File: config.mk
export PLATFORM = sky130hd
export DESIGN_NAME = vga_timing_decoder
export DESIGN_NICKNAME = d
export VERILOG_FILES = /design/src/rtl/vga_timing_decoder.sv
export SDC_FILE = /design/constraint.sdc
export NUM_CORES = 1
export LEC_CHECK = 0
export BUFFER_PORTS_ARGS = -buffer_cell sky130_fd_sc_hd__buf_4
export CORE_MARGIN = 2
export CORE_UTILIZATION = 40
export DETAILED_ROUTE_END_ITERATION = 10
export PLACE_DENSITY_LB_ADDON = 0.3
export SLEW_MARGIN = 20
export SYNTH_ARGS = -nofsm -noshare
export SYNTH_HDL_FRONTEND = slang
export SYNTH_SLANG_ARGS = --single-unit
File: constraint.sdc
create_clock -name clk -period 3 [get_ports clk]
set_input_delay 0.45 -clock clk [delete_from_list [all_inputs] [get_ports clk]]
set_output_delay 0.45 -clock clk [all_outputs]
set_load 0.005 [all_outputs]
File: src/rtl/vga_timing_decoder.sv
`default_nettype none
// +--------------------------------------------------------------------------+
// | vga_timing_decoder                                                       |
// | Recovers x/y/de from a pixel-strobed VGA stream; tracks lock and errors. |
// | Rev 1.0                                                                  |
// +--------------------------------------------------------------------------+
module vga_timing_decoder #(
    parameter int H_ACTIVE   = 640,
    parameter int H_FP       = 16,
    parameter int H_SYNC     = 96,
    parameter int H_BP       = 48,
    parameter int V_ACTIVE   = 480,
    parameter int V_FP       = 10,
    parameter int V_SYNC     = 2,
    parameter int V_BP       = 33,
    parameter int WDOG_LIMIT = 1024
) (
    input  logic       clk,
    input  logic       rst,
    input  logic       i_pix_en,
    input  logic       i_hsync,
    input  logic       i_vsync,
    input  logic [2:0] i_rgb,
    output logic [9:0] o_x,
    output logic [9:0] o_y,
    output logic       o_de,
    output logic [2:0] o_pix_rgb,
    output logic       o_locked,
    output logic       o_frame_start,
    output logic       o_timing_err,
    output logic [7:0] o_err_count
);

    localparam int c_H_TOTAL      = H_ACTIVE + H_FP + H_SYNC + H_BP;
    localparam int c_V_TOTAL      = V_ACTIVE + V_FP + V_SYNC + V_BP;
    localparam int c_H_SYNC_START = H_ACTIVE + H_FP;
    localparam int c_V_SYNC_START = V_ACTIVE + V_FP;
    localparam int c_WD_W         = $clog2(WDOG_LIMIT + 1);

    typedef enum logic [1:0] {
        SEARCH  = 2'd0,
        ACQUIRE = 2'd1,
        LOCKED  = 2'd2
    } state_t;

    state_t            r_state;
    logic [9:0]        r_h_cnt;
    logic [9:0]        r_v_cnt;
    logic [c_WD_W-1:0] r_wdog;
    logic              r_hs_prev;
    logic              r_vs_prev;
    logic              r_locked;
    logic              r_de;
    logic [2:0]        r_pix_rgb;
    logic              r_frame_start;
    logic              r_timing_err;
    logic [7:0]        r_err_count;

    logic              w_hs_fall;
    logic              w_vs_fall;
    logic              w_h_wrap;
    logic [9:0]        w_h_pred;
    logic [9:0]        w_v_pred;
    logic [9:0]        w_h_new;
    logic [9:0]        w_v_new;
    logic [c_WD_W-1:0] w_wdog_inc;
    logic              w_timeout;
    logic              w_h_err;
    logic              w_v_err;
    logic              w_err;
    logic              w_lock_next;
    logic              w_de_new;

    assign w_hs_fall = r_hs_prev & ~i_hsync;
    assign w_vs_fall = r_vs_prev & ~i_vsync;

    // Free-running prediction; sync edges then snap the counters to their nominal position.
    assign w_h_wrap = (r_h_cnt == 10'(c_H_TOTAL - 1));
    assign w_h_pred = w_h_wrap ? 10'd0 : r_h_cnt + 10'd1;
    assign w_v_pred = !w_h_wrap ? r_v_cnt :
                      (r_v_cnt == 10'(c_V_TOTAL - 1)) ? 10'd0 : r_v_cnt + 10'd1;
    assign w_h_new  = w_hs_fall ? 10'(c_H_SYNC_START) : w_h_pred;
    assign w_v_new  = w_vs_fall ? 10'(c_V_SYNC_START) : w_v_pred;

    assign w_wdog_inc = r_wdog + c_WD_W'(1);
    assign w_timeout  = ~w_hs_fall & (w_wdog_inc == c_WD_W'(WDOG_LIMIT));

    assign w_h_err = w_hs_fall & (w_h_pred != 10'(c_H_SYNC_START));
    assign w_v_err = w_vs_fall & (w_v_pred != 10'(c_V_SYNC_START));
    assign w_err   = (w_h_err | w_v_err | w_timeout) & (r_state != SEARCH);

    // de must fall in the same output cycle as the error that breaks lock.
    assign w_lock_next = ~w_err & ((r_state == LOCKED) | ((r_state == ACQUIRE) & w_vs_fall));
    assign w_de_new    = w_lock_next & (w_h_new < 10'(H_ACTIVE)) & (w_v_new < 10'(V_ACTIVE));

    always_ff @(posedge clk) begin
        if (!rst) begin
            r_state       <= SEARCH;
            r_h_cnt       <= '0;
            r_v_cnt       <= '0;
            r_wdog        <= '0;
            r_hs_prev     <= 1'b1;
            r_vs_prev     <= 1'b1;
            r_locked      <= 1'b0;
            r_de          <= 1'b0;
            r_pix_rgb     <= 3'b000;
            r_frame_start <= 1'b0;
            r_timing_err  <= 1'b0;
            r_err_count   <= 8'd0;
        end else begin
            r_frame_start <= 1'b0;
            r_timing_err  <= 1'b0;
            if (i_pix_en) begin
                r_hs_prev <= i_hsync;
                r_vs_prev <= i_vsync;
                r_h_cnt   <= w_h_new;
                r_v_cnt   <= w_v_new;
                r_wdog    <= (w_hs_fall | w_timeout) ? '0 : w_wdog_inc;

                case (r_state)
                    SEARCH:  if (w_vs_fall) r_state <= ACQUIRE;
                    ACQUIRE: begin
                        if (w_err)          r_state <= SEARCH;
                        else if (w_vs_fall) r_state <= LOCKED;
                    end
                    LOCKED:  if (w_err) r_state <= SEARCH;
                    default: r_state <= SEARCH;
                endcase

                r_locked      <= w_lock_next;
                r_de          <= w_de_new;
                r_pix_rgb     <= w_de_new ? i_rgb : 3'b000;
                r_frame_start <= w_de_new & (w_h_new == 10'd0) & (w_v_new == 10'd0);
                r_timing_err  <= w_err;
                if (w_err && (r_err_count != 8'hFF)) begin
                    r_err_count <= r_err_count + 8'd1;
                end
            end
        end
    end

    assign o_x           = r_h_cnt;
    assign o_y           = r_v_cnt;
    assign o_de          = r_de;
    assign o_pix_rgb     = r_pix_rgb;
    assign o_locked      = r_locked;
    assign o_frame_start = r_frame_start;
    assign o_timing_err  = r_timing_err;
    assign o_err_count   = r_err_count;

endmodule
`default_nettype wire

==> flow_summary.rst, run 1 <==
.. list-table::
   :header-rows: 1

   * - Metric
     - Value
   * - Worst Path Required
     - 3.25 ns
   * - Number of diodes added for antenna fixing
     - 0
   * - Pint
     - 927 µW
   * - Power density normalized to cell area
     - 355 mW/mm²
   * - Top routing layer used
     - met4
   * - FFs w/ async S/R, synth
     - 0%
   * - Post-synth top flop
     - dfxtp_1
   * - Switching Power
     - 390 µW
   * - Post-Synthesis Cells
     - 402
   * - Detailed-routing wirelength on met1
     - approximately 3.7 mm
   * - Number of top-level pins
     - 43
   * - Combinational share of power
     - 13.6%
   * - Max-slew violation count
     - 0
   * - CTS tree
     - done
   * - Worst slack, placed
     - 0.0929 ns
   * - Area of the core
     - 0.00725 mm²
   * - Worst Max-Slew Pin Slew
     - between 0.5 and 0.6 ns
   * - Fraction of layout cells with a size suffix above 1
     - 22.5%
   * - Final setup violation count
     - 0
   * - Arr. time, crit path
     - 3.07 ns
   * - Routed length on met2
     - roughly 3.8 mm
   * - Final Critical Period
     - around 2.8 ns
   * - Detailed Place HPWL
     - 5.91 mm
   * - Number of DRC violations after detailed-routing iteration 0
     - 201
   * - Clock-pin slew of the registers on the worst-case setup and hold paths
     - 0.11 ns
   * - Count of state elements after synthesis
     - 50
   * - Placer congestion estimate
     - 0.956
   * - Top cells by instance count after synthesis
     - dfxtp_1 (50), nand2_1 (46), nor2_1 (38)
   * - Overall die width
     - 90.6 µm
   * - DRT Pass-1 Iters
     - 4
   * - Final hold violation count
     - 0
   * - Area Overhead vs Synth
     - 23.5%
   * - Die Footprint
     - 0.00822 mm²
   * - Worst slew margin relative to its limit
     - 64.7%
   * - Clock tree root buffer cell
     - clkbuf_8
   * - Worst skew pair latency
     - 0.32 ns
   * - Area fraction of the dominant cell type after synthesis
     - 33.3%
   * - Final worst-path cycle share
     - 94.0%
   * - Total clock buffers created by CTS
     - 5
   * - Warning count from the yosys run
     - 0
   * - Vertical die dimension
     - 90.6 µm
   * - Count of buffers from port buffering
     - 42
   * - Post-route worst hold slack
     - 0.366 ns
   * - Classification of the worst-slack hold path
     - input pin to flip-flop
   * - Static Leak
     - between 1 and 1.5 nW
   * - Via count of the first global-routing pass
     - 2,794
   * - Mean cell area of the mapped netlist
     - 7.47 µm²
   * - Met3 wire len
     - a little over 600 µm
   * - Share of power burned in registers
     - 53.4%
   * - Num Clock Sinks
     - 50
   * - Type of origin of the critical path
     - flip-flop
   * - Unrepaired setup endpoints after global routing
     - no
   * - Post-layout nets
     - 471
   * - Total length of routed wires
     - 8.20 mm
   * - Startpoint of the worst-slack reg-to-reg timing path
     - r_wdog[1]
   * - Count of flip-flops with a built-in enable after synthesis
     - 0
   * - Largest net degree at the start of global routing
     - 36
   * - Vias
     - 3,208
   * - Vias per cell
     - 5.76
   * - Routed WL per cell
     - 14.7 µm
   * - Global-route wire length before repair
     - 13.5 mm
   * - Category of the critical setup timing path
     - flip-flop to flip-flop
   * - Antenna violation net count after detailed routing
     - 0
   * - Post-synthesis instance area
     - about 0.0030 mm²
   * - Library cell with the largest summed area after synthesis
     - dfxtp_1
   * - Type of destination of the critical path
     - flip-flop
   * - Maximum fanout along the worst path
     - 7
   * - Final Worst Setup Slack
     - around 0.18 ns
   * - Clock skew
     - about 0.017 ns
   * - Maximum resistive drop on vdd
     - between 0.2 and 0.25 mV
   * - Effective utilization at floorplan
     - 41.4%
   * - Number of levels in the clock H-tree
     - 2
   * - Maximum buffer depth of the clock tree
     - 2
   * - Synth cell types
     - 59
   * - Cells taking the most area after synthesis
     - dfxtp_1 (33%), a21oi_1 (6.2%), nand2_1 (5.8%)
   * - Global route overflow
     - 0
   * - Critical Path Source
     - r_wdog[1]
   * - Net Count, Synth
     - 416
   * - Min-Delay Startpoint
     - i_vsync
   * - Sw Share
     - between 20% and 30%
   * - Share of the yosys chip area belonging to registers
     - 33.3%
   * - Achievable clock frequency
     - 354 MHz
   * - Part of the power in the clock network
     - 33.0%
   * - Setup tns final
     - 0 ns
   * - Antenna violations before repair
     - 0
   * - Most instantiated library cell after synthesis
     - dfxtp_1
   * - FILL cells
     - 739
   * - Outcome
     - complete, no violations
   * - GRT Overall Usage
     - 19.6%
   * - Max-cap violations
     - 0
   * - Row count
     - 31
   * - Residual DRC count
     - 0
==> metrics by stage <==
step / total power, mW / util (%) / cells / cell area, µm²
floorplan: 0.820 / - / 402 / 3000
global placement: 0.890 / 49.2 / 548 / 3570
detailed placement: 0.892 / 49.2 / 548 / 3570
CTS: 1.33 / 50.5 / 556 / 3660
global route: 1.38 / 51.1 / 557 / 3710
finish: 1.32 / 51.1 / 557 / 3710
==> area by class of cell <==
type	count	area, µm²	area share (%)
clock buffer	5	68.8	1.85
clock inverter	3	26.3	0.708
inverter	8	30.0	0.809
multi-input combinational	317	1890	51.0
sequential	50	1000	27.1
tap	99	124	3.34
timing repair buffer	75	563	15.2
==> what timing repair did <==
action | in CTS | in global routing
buffers inserted | 0 | 1
setup endpoints to repair | 0 | 12
endpoints found under the hold margin | 0 | 0
resized for setup | 0 | 10
hold buffers | 0 | 0
==> state kept, by name, summed over array words and instances, names as in the netlist, 2 cells and up <==
register	count
r_state	2
o_err_count	8
o_pix_rgb	3
o_x	10
o_y	10
r_wdog	11
==> worst paths after layout <==
path,endpoint,slack [ns],cells past startpoint
min reg2reg,o_de,0.48,2
max reg2reg,o_err_count[6],0.18,10
min,r_vs_prev,0.37,3
max,o_err_count[6],0.18,10
==> cells by family (layout without fill, tap and decap cells) <==
| logic type | Yosys count | after routing | share of synthesized area (%) |
|---|---|---|---|
| adders and majority gates | 6 | 6 | 2.50 |
| muxes | 4 | 4 | 1.33 |
| buffers and inverters | 35 | 91 | 4.79 |
| DFF | 50 | 50 | 33.3 |
| AOI/OAI and AO/OA | 106 | 106 | 22.4 |
| and+or+nand+nor | 186 | 186 | 31.3 |
| xor gates and xnor gates | 15 | 15 | 4.37 |
==> per-layer routing <==
layer | track usage, % | up-vias
met4 | 5.90 | 0
met2 | 30.7 | 150
li1 | - | 1573
met1 | 27.5 | 1473
met5 | 0 | -
met3 | 3.34 | 12
==> layout by cell type (no fill, tap or decap), types with 3 or more instances in the layout <==
cell      count
nand2b_1      4
nor2b_1       4
nor4_1        8
clkbuf_8      5
nor3_1       15
nand3_1      23
o22ai_1       5
nor3b_1       4
dfxtp_2       3
a21oi_1      37
and2_1        3
o21ai_0      32
ha_1          6
nand2_1      46
inv_1         8
xnor2_1      10
mux2i_1       4
nor2_1       37
buf_4        75
or3_1         7
xor2_1        5
a31oi_1       3
and3_1        7
nand4_1      10
dfxtp_1      47
==> critical path, cell delays in order (launching register included) <==
cell and delay (ns):
dfxtp_2 0.39, ha_1 0.20, nand3_2 0.08, or4_1 0.53, a222oi_1 0.33, buf_4 0.17
a31oi_2 0.11, a31oi_4 0.28, o211ai_2 0.18, or3_1 0.35, a21oi_1 0.14
==> power by group through the flow <==
stage          clock, mW  sequential [mW]  combinational [mW]
5_1_grt            0.472            0.706               0.197
3_5_place_dp           0            0.716               0.176
4_1_cts            0.449            0.701               0.177
3_3_place_gp           0            0.716               0.174
6_report           0.435            0.703               0.179
2_1_floorplan          0            0.715               0.105
No activity file was read; power rests on OpenSTA's default activity.
==> run 2, diff against run 1 <==
--- a/config.mk
+++ b/config.mk
@@ -6,7 +6,7 @@
 export NUM_CORES = 1
 export LEC_CHECK = 0
 export BUFFER_PORTS_ARGS = -buffer_cell sky130_fd_sc_hd__buf_4
-export CORE_MARGIN = 2
+export CORE_MARGIN = 8
 export CORE_UTILIZATION = 40
 export DETAILED_ROUTE_END_ITERATION = 10
 export PLACE_DENSITY_LB_ADDON = 0.3
==> run 2 against run 1 <==
Sequential cell count stayed put. Worst hold slack improved by 0.015 ns. Sequential share of layout area is 0.28 points lower. Register-to-register slack worse by 0.03 ns. Clock power increased by 12%. Utilization is 0.40 points higher. Cell count rose by 0.54%. Critical path depth is the same. Setup slack worse by 0.026 ns. Die area grew 28%. Non-clock buffer count increased by 4. Critical path type unchanged. Critical endpoint is now o_err_count[5]. Largest cell class unchanged.
==> flow_summary.rst, run 2 (synthesized netlist as in run 1, its figures left out) <==
.. list-table::
   :header-rows: 1

   * - Metric
     - Value
   * - Worst skew pair latency
     - 0.29 ns
   * - Achievable clock frequency
     - 351 MHz
   * - Row count
     - 31
   * - Vias per cell
     - 5.63
   * - Final setup violation count
     - 0
   * - Clock-pin slew of the registers on the worst-case setup and hold paths
     - 0.09 ns
   * - Area of the core
     - roughly 0.0073 mm²
   * - Global-route wire length before repair
     - 13.6 mm
   * - Vias
     - 3,150
   * - Number of diodes added for antenna fixing
     - 0
   * - Total clock buffers created by CTS
     - 5
   * - Part of the power in the clock network
     - a little over a third
   * - Total length of routed wires
     - 8.37 mm
   * - Cell Chain, Critical Path
     - ha_2 -> nand3_2 -> or4_1 -> a222oi_1 -> buf_4 -> a31oi_2 -> a31oi_4 -> o21ai_4 -> or3_1 -> a21oi_1
   * - Type of origin of the critical path
     - flip-flop
   * - Placed cell areas
     - 0.00360 mm²
   * - Global route overflow
     - 0
   * - Maximum buffer depth of the clock tree
     - 2
   * - Worst slew margin relative to its limit
     - 64.3%
   * - Share of power burned in registers
     - 51.0%
   * - Via count of the first global-routing pass
     - between 2,000 and 3,000
   * - Largest net degree at the start of global routing
     - 38
   * - Count of buffers from port buffering
     - 42
   * - Post-route worst hold slack
     - around 0.38 ns
   * - Arr. time, crit path
     - roughly 3 ns
   * - Maximum resistive drop on vdd
     - 0.252 mV
   * - Vertical die dimension
     - 103 µm
   * - Num Clock Sinks
     - 50
   * - Die Footprint
     - approximately 0.011 mm²
   * - Final Critical Period
     - 2.85 ns
   * - Delay of the slowest cell on the worst path
     - 0.53 ns
   * - Routed WL per cell
     - 14.9 µm
   * - Static Leak
     - ~1.4 nW
   * - Pint
     - between 1 and 1.5 mW
   * - Final worst-path cycle share
     - roughly 95%
   * - Layout Cell Area excl Fill
     - 0.00374 mm²
   * - GRT Overall Usage
     - 16.2%
   * - Sw Share
     - 25.2%
   * - Highest-count cells in the layout ignoring fill and taps
     - buf_4 (79), dfxtp_1 (49), nand2_1 (46)
   * - Area Overhead vs Synth
     - 24.5%
   * - Max-cap violations
     - 0
   * - Maximum fanout along the worst path
     - 8
   * - Power density normalized to cell area
     - around 370 mW/mm²
   * - Number of levels in the clock H-tree
     - 2
   * - Max-slew violation count
     - 0
   * - Antenna violations before repair
     - 0
   * - Pwr Total
     - 1.37 mW
   * - DRT Pass-1 Iters
     - 4
   * - Master of the slowest instance on the critical path
     - or4_1
   * - Worst Path Required
     - 3.23 ns
   * - Outcome
     - complete, no violations
   * - CTS tree
     - done
   * - Number of hold buffers added after CTS
     - 0
   * - # placed instances
     - 552
   * - Type of destination of the critical path
     - flip-flop
   * - Register name with the most flops
     - r_wdog
   * - Fraction of layout cells with a size suffix above 1
     - 22.1%
   * - Worst Max-Slew Pin Slew
     - 0.533 ns
   * - Clock tree root buffer cell
     - clkbuf_8
   * - Overall die width
     - 103 µm
   * - Final Worst Setup Slack
     - 0.153 ns
   * - Placer congestion estimate
     - between 0.9 and 1
   * - FILL cells
     - approximately 720
   * - Residual DRC count
     - 0
   * - Antenna violation net count after detailed routing
     - 0
   * - Most common library cell in the layout ignoring fill and taps
     - buf_4
   * - Number of DRC violations after detailed-routing iteration 0
     - between 150 and 200
   * - Filler-free cell count of the finished design
     - 560
   * - Combinational share of power
     - 13.5%
   * - Worst slack, placed
     - 0.0678 ns
   * - Flip-flop count of the largest register, all copies and words added
     - 11
   * - Detailed Place HPWL
     - 6.12 mm
   * - Post-layout nets
     - 475
   * - Clock skew
     - about 0.0052 ns
   * - Switching Power
     - 346 µW
   * - Category of the critical setup timing path
     - flip-flop to flip-flop
   * - Effective utilization at floorplan
     - 41.4%
   * - Number of top-level pins
     - between 40 and 50
   * - Final hold violation count
     - 0
   * - Classification of the worst-slack hold path
     - input pin to flip-flop
run 2: routing by layer:
metal  up-vias  share of wire [%]  routed length, µm  track usage [%]
met5         -                  0                  0                0
met3        13                7.4                623             4.25
met2       119                 45               3750             25.5
li1       1580                  -                  -                -
met1      1438                 46               3870             20.7
met4         0                1.5                127             6.09
run 2: path summary, 6_finish.rpt:
kind / slack (ns) / depth (start not counted) / end / startpoint
hold / removal: 0.38 / 3 / r_vs_prev / i_vsync
setup reg to reg: 0.15 / 10 / o_err_count[5] / r_wdog[1]
setup / recovery: 0.15 / 10 / o_err_count[5] / r_wdog[1]
hold reg to reg: 0.47 / 2 / o_de / o_de
run 2: timing repair:
action,CTS,global route
resized for setup,0,5
setup buffers,0,1
endpoints found under the setup margin,0,10
run 2: metrics by stage:
step / setup TNS, ns / utilization (%)
2_1_floorplan: 0 / -
3_3_place_gp: 0 / 49.6
3_5_place_dp: 0 / 49.6
4_1_cts: 0 / 51.2
5_1_grt: -0.0156 / 51.5
6_report: 0 / 51.5
run 2: layout make-up:
cell class / count / area (µm²) / area share (%)
Clock buffer: 6 / 82.6 / 2.21
Clock inverter: 1 / 30.0 / 0.803
Inverter: 8 / 30.0 / 0.803
Multi-Input combinational cell: 317 / 1880 / 50.2
Sequential cell: 50 / 1000 / 26.8
Tap cell: 99 / 124 / 3.31
Timing Repair Buffer: 79 / 593 / 15.9
run 2: critical path, delay by kind of cell (launching register included):
kind	cells	cell delay [ns]
AO/OA/AOI/OAI	5	1.02
AND/OR/NAND/NOR	3	0.98
flip-flops	1	0.39
adder cells (fa/ha/maj)	1	0.21
buffers and inverters	1	0.17
run 2: power by group through the flow:
| stage | Sequential [mW] | Clock (mW) | Combinational (mW) |
|---|---|---|---|
| floorplan | 0.715 | 0 | 0.105 |
| global placement | 0.713 | 0 | 0.182 |
| detailed placement | 0.714 | 0 | 0.184 |
| CTS | 0.698 | 0.505 | 0.184 |
| global route | 0.703 | 0.539 | 0.205 |
| finish | 0.699 | 0.486 | 0.185 |
==> run 3, diff against run 2 <==
--- a/config.mk
+++ b/config.mk
@@ -6,7 +6,7 @@
 export NUM_CORES = 1
 export LEC_CHECK = 0
 export BUFFER_PORTS_ARGS = -buffer_cell sky130_fd_sc_hd__buf_4
-export CORE_MARGIN = 8
+export CORE_MARGIN = 1.5
 export CORE_UTILIZATION = 40
 export DETAILED_ROUTE_END_ITERATION = 10
 export PLACE_DENSITY_LB_ADDON = 0.3
==> run 3 against run 2 <==
First-iteration DRC count rose by 41%. Setup slack got worse by 0.0095 ns. Combinational power about the same. Register-to-register slack barely moved. Wire length increased by 0.67%. Via count rose by 1.8%. Critical path depth is the same. Sequential cell count unchanged. Fmax is 0.33% lower. Clock skew is 0.0092 ns higher. Worst hold slack lost 0.016 ns. Clock power is 8.4% lower. Critical path type unchanged.
==> flow_summary.rst, run 3 (synthesized netlist as in run 1, its figures left out) <==
.. list-table::
   :header-rows: 1

   * - Metric
     - Value
   * - Final worst-path cycle share
     - 95.2%
   * - Global-route wire length before repair
     - 13.8 mm
   * - Most common library cell in the layout ignoring fill and taps
     - buf_4
   * - Type of origin of the critical path
     - flip-flop
   * - Maximum buffer depth of the clock tree
     - 2
   * - Static Leak
     - 1.44 nW
   * - Fraction of layout cells with a size suffix above 1
     - 22.9%
   * - Total length of routed wires
     - 8.43 mm
   * - Post-route worst hold slack
     - 0.364 ns
   * - Highest-count cells in the layout ignoring fill and taps
     - buf_4 (80), dfxtp_1 (49), nand2_1 (46)
   * - Pwr Total
     - around 1.3 mW
   * - Final Worst Setup Slack
     - 0.143 ns
   * - Max-cap violations
     - 0
   * - Category of the critical setup timing path
     - flip-flop to flip-flop
   * - Maximum resistive drop on vdd
     - 0.166 mV
   * - Vias per cell
     - 5.70
   * - Worst Path Required
     - roughly 3.3 ns
   * - Antenna violation net count after detailed routing
     - 0
   * - DRT Pass-1 Iters
     - 5
   * - Worst slack, placed
     - 0.0251 ns
   * - Maximum fanout along the worst path
     - 8
   * - Area of the core
     - 0.00725 mm²
   * - Placed cell areas
     - 0.00361 mm²
   * - Detailed Place HPWL
     - slightly above 6 mm
   * - Vias
     - 3,206
   * - Classification of the worst-slack hold path
     - input pin to flip-flop
   * - Largest net degree at the start of global routing
     - 38
   * - Final setup violation count
     - 0
   * - Count of buffers from port buffering
     - 42
   * - Worst Max-Slew Pin Slew
     - 0.612 ns
   * - Num Clock Sinks
     - 50
   * - Number of top-level pins
     - 43
   * - Residual DRC count
     - 0
   * - Placer congestion estimate
     - 0.952
   * - Outcome
     - complete, no violations
   * - # placed instances
     - 553
   * - Vertical die dimension
     - about 90 µm
   * - Power density normalized to cell area
     - 356 mW/mm²
   * - Via count of the first global-routing pass
     - 2,903
   * - Max-slew violation count
     - 0
   * - Unrepaired setup endpoints after global routing
     - no
   * - GRT Overall Usage
     - 21.8%
   * - Number of hold buffers added after CTS
     - 0
   * - Total clock buffers created by CTS
     - 5
   * - Number of levels in the clock H-tree
     - 2
   * - Flip-flop count of the largest register, all copies and words added
     - 11
   * - Internal reg-to-reg setup slack
     - 0.14 ns
   * - Die Footprint
     - between 0.008 and 0.009 mm²
   * - Row count
     - 31
   * - Overall die width
     - 89.6 µm
   * - Core occupancy in the finished layout
     - 51.6%
   * - Routed WL per cell
     - 15.0 µm
   * - Final hold violation count
     - 0
   * - Clock tree root buffer cell
     - clkbuf_8
   * - Global route overflow
     - 0
   * - Worst skew pair latency
     - roughly 0.32 ns
   * - Final Critical Period
     - around 2.9 ns
   * - Register name with the most flops
     - r_wdog
   * - Achievable clock frequency
     - 350 MHz
   * - Antenna violations before repair
     - 0
   * - Post-layout nets
     - between 400 and 500
   * - Setup tns final
     - 0 ns
   * - Arr. time, crit path
     - 3.11 ns
   * - CTS tree
     - done
   * - Number of diodes added for antenna fixing
     - 0
   * - Layout Cell Area excl Fill
     - 0.00374 mm²
   * - FILL cells
     - between 700 and 800
   * - Clock skew
     - 0.0144 ns
   * - Worst slew margin relative to its limit
     - 59.1%
   * - Clock-pin slew of the registers on the worst-case setup and hold paths
     - 0.11 ns
   * - Filler-free cell count of the finished design
     - 562
   * - Type of destination of the critical path
     - flip-flop
   * - Area Overhead vs Synth
     - 24.5%
   * - Effective utilization at floorplan
     - approximately two fifths
   * - Number of DRC violations after detailed-routing iteration 0
     - 233
[run 3: critical path: stages, from the launching register on]
cell and delay [ns]:
dfxtp_4 0.39, ha_2 0.20, nand3_2 0.10, or4_4 0.53, a222oi_1 0.35, buf_4 0.18
a31oi_2 0.12, a31oi_4 0.28, o21ai_4 0.13, or3_1 0.37, a21oi_1 0.16
[run 3: report_power, final]
group	internal [mW]	switching (mW)	leakage, nW	total (mW)
Clock	0.175	0.269	0.0506	0.445
Combinational	0.0780	0.108	0.984	0.186
Sequential	0.679	0.0208	0.407	0.700
[run 3: per-layer routing]
metal / vias up / share of wire [%] / track usage [%]
met4: 0 / 1.3 / 5.73
met2: 114 / 47 / 36.6
met5: - / 0 / 0
met1: 1502 / 47 / 29.5
li1: 1578 / - / -
met3: 12 / 4.6 / 3.11
[run 3: layout make-up]
cell class	count	area [µm²]	share of cell area, %
clock buffer	5	68.8	1.84
clock inverter	3	28.8	0.769
inverter	8	30.0	0.803
multi-input combinational	317	1880	50.4
sequential	50	1000	26.9
tap	99	124	3.31
timing repair buffer	80	601	16.1
[run 3: final timing paths]
check,from,end,depth (start not counted)
max,r_wdog[1],o_err_count[3],10
min,i_vsync,r_vs_prev,3
max reg2reg,r_wdog[1],o_err_count[3],10
min reg2reg,o_de,o_de,2
[run 3: what timing repair did]
action | in CTS | in global routing
pin swaps | 1 | 2
gates resized for setup | 0 | 8
endpoints found under the setup margin | 1 | 11
gates cloned | 0 | 0
buffers inserted | 0 | 1
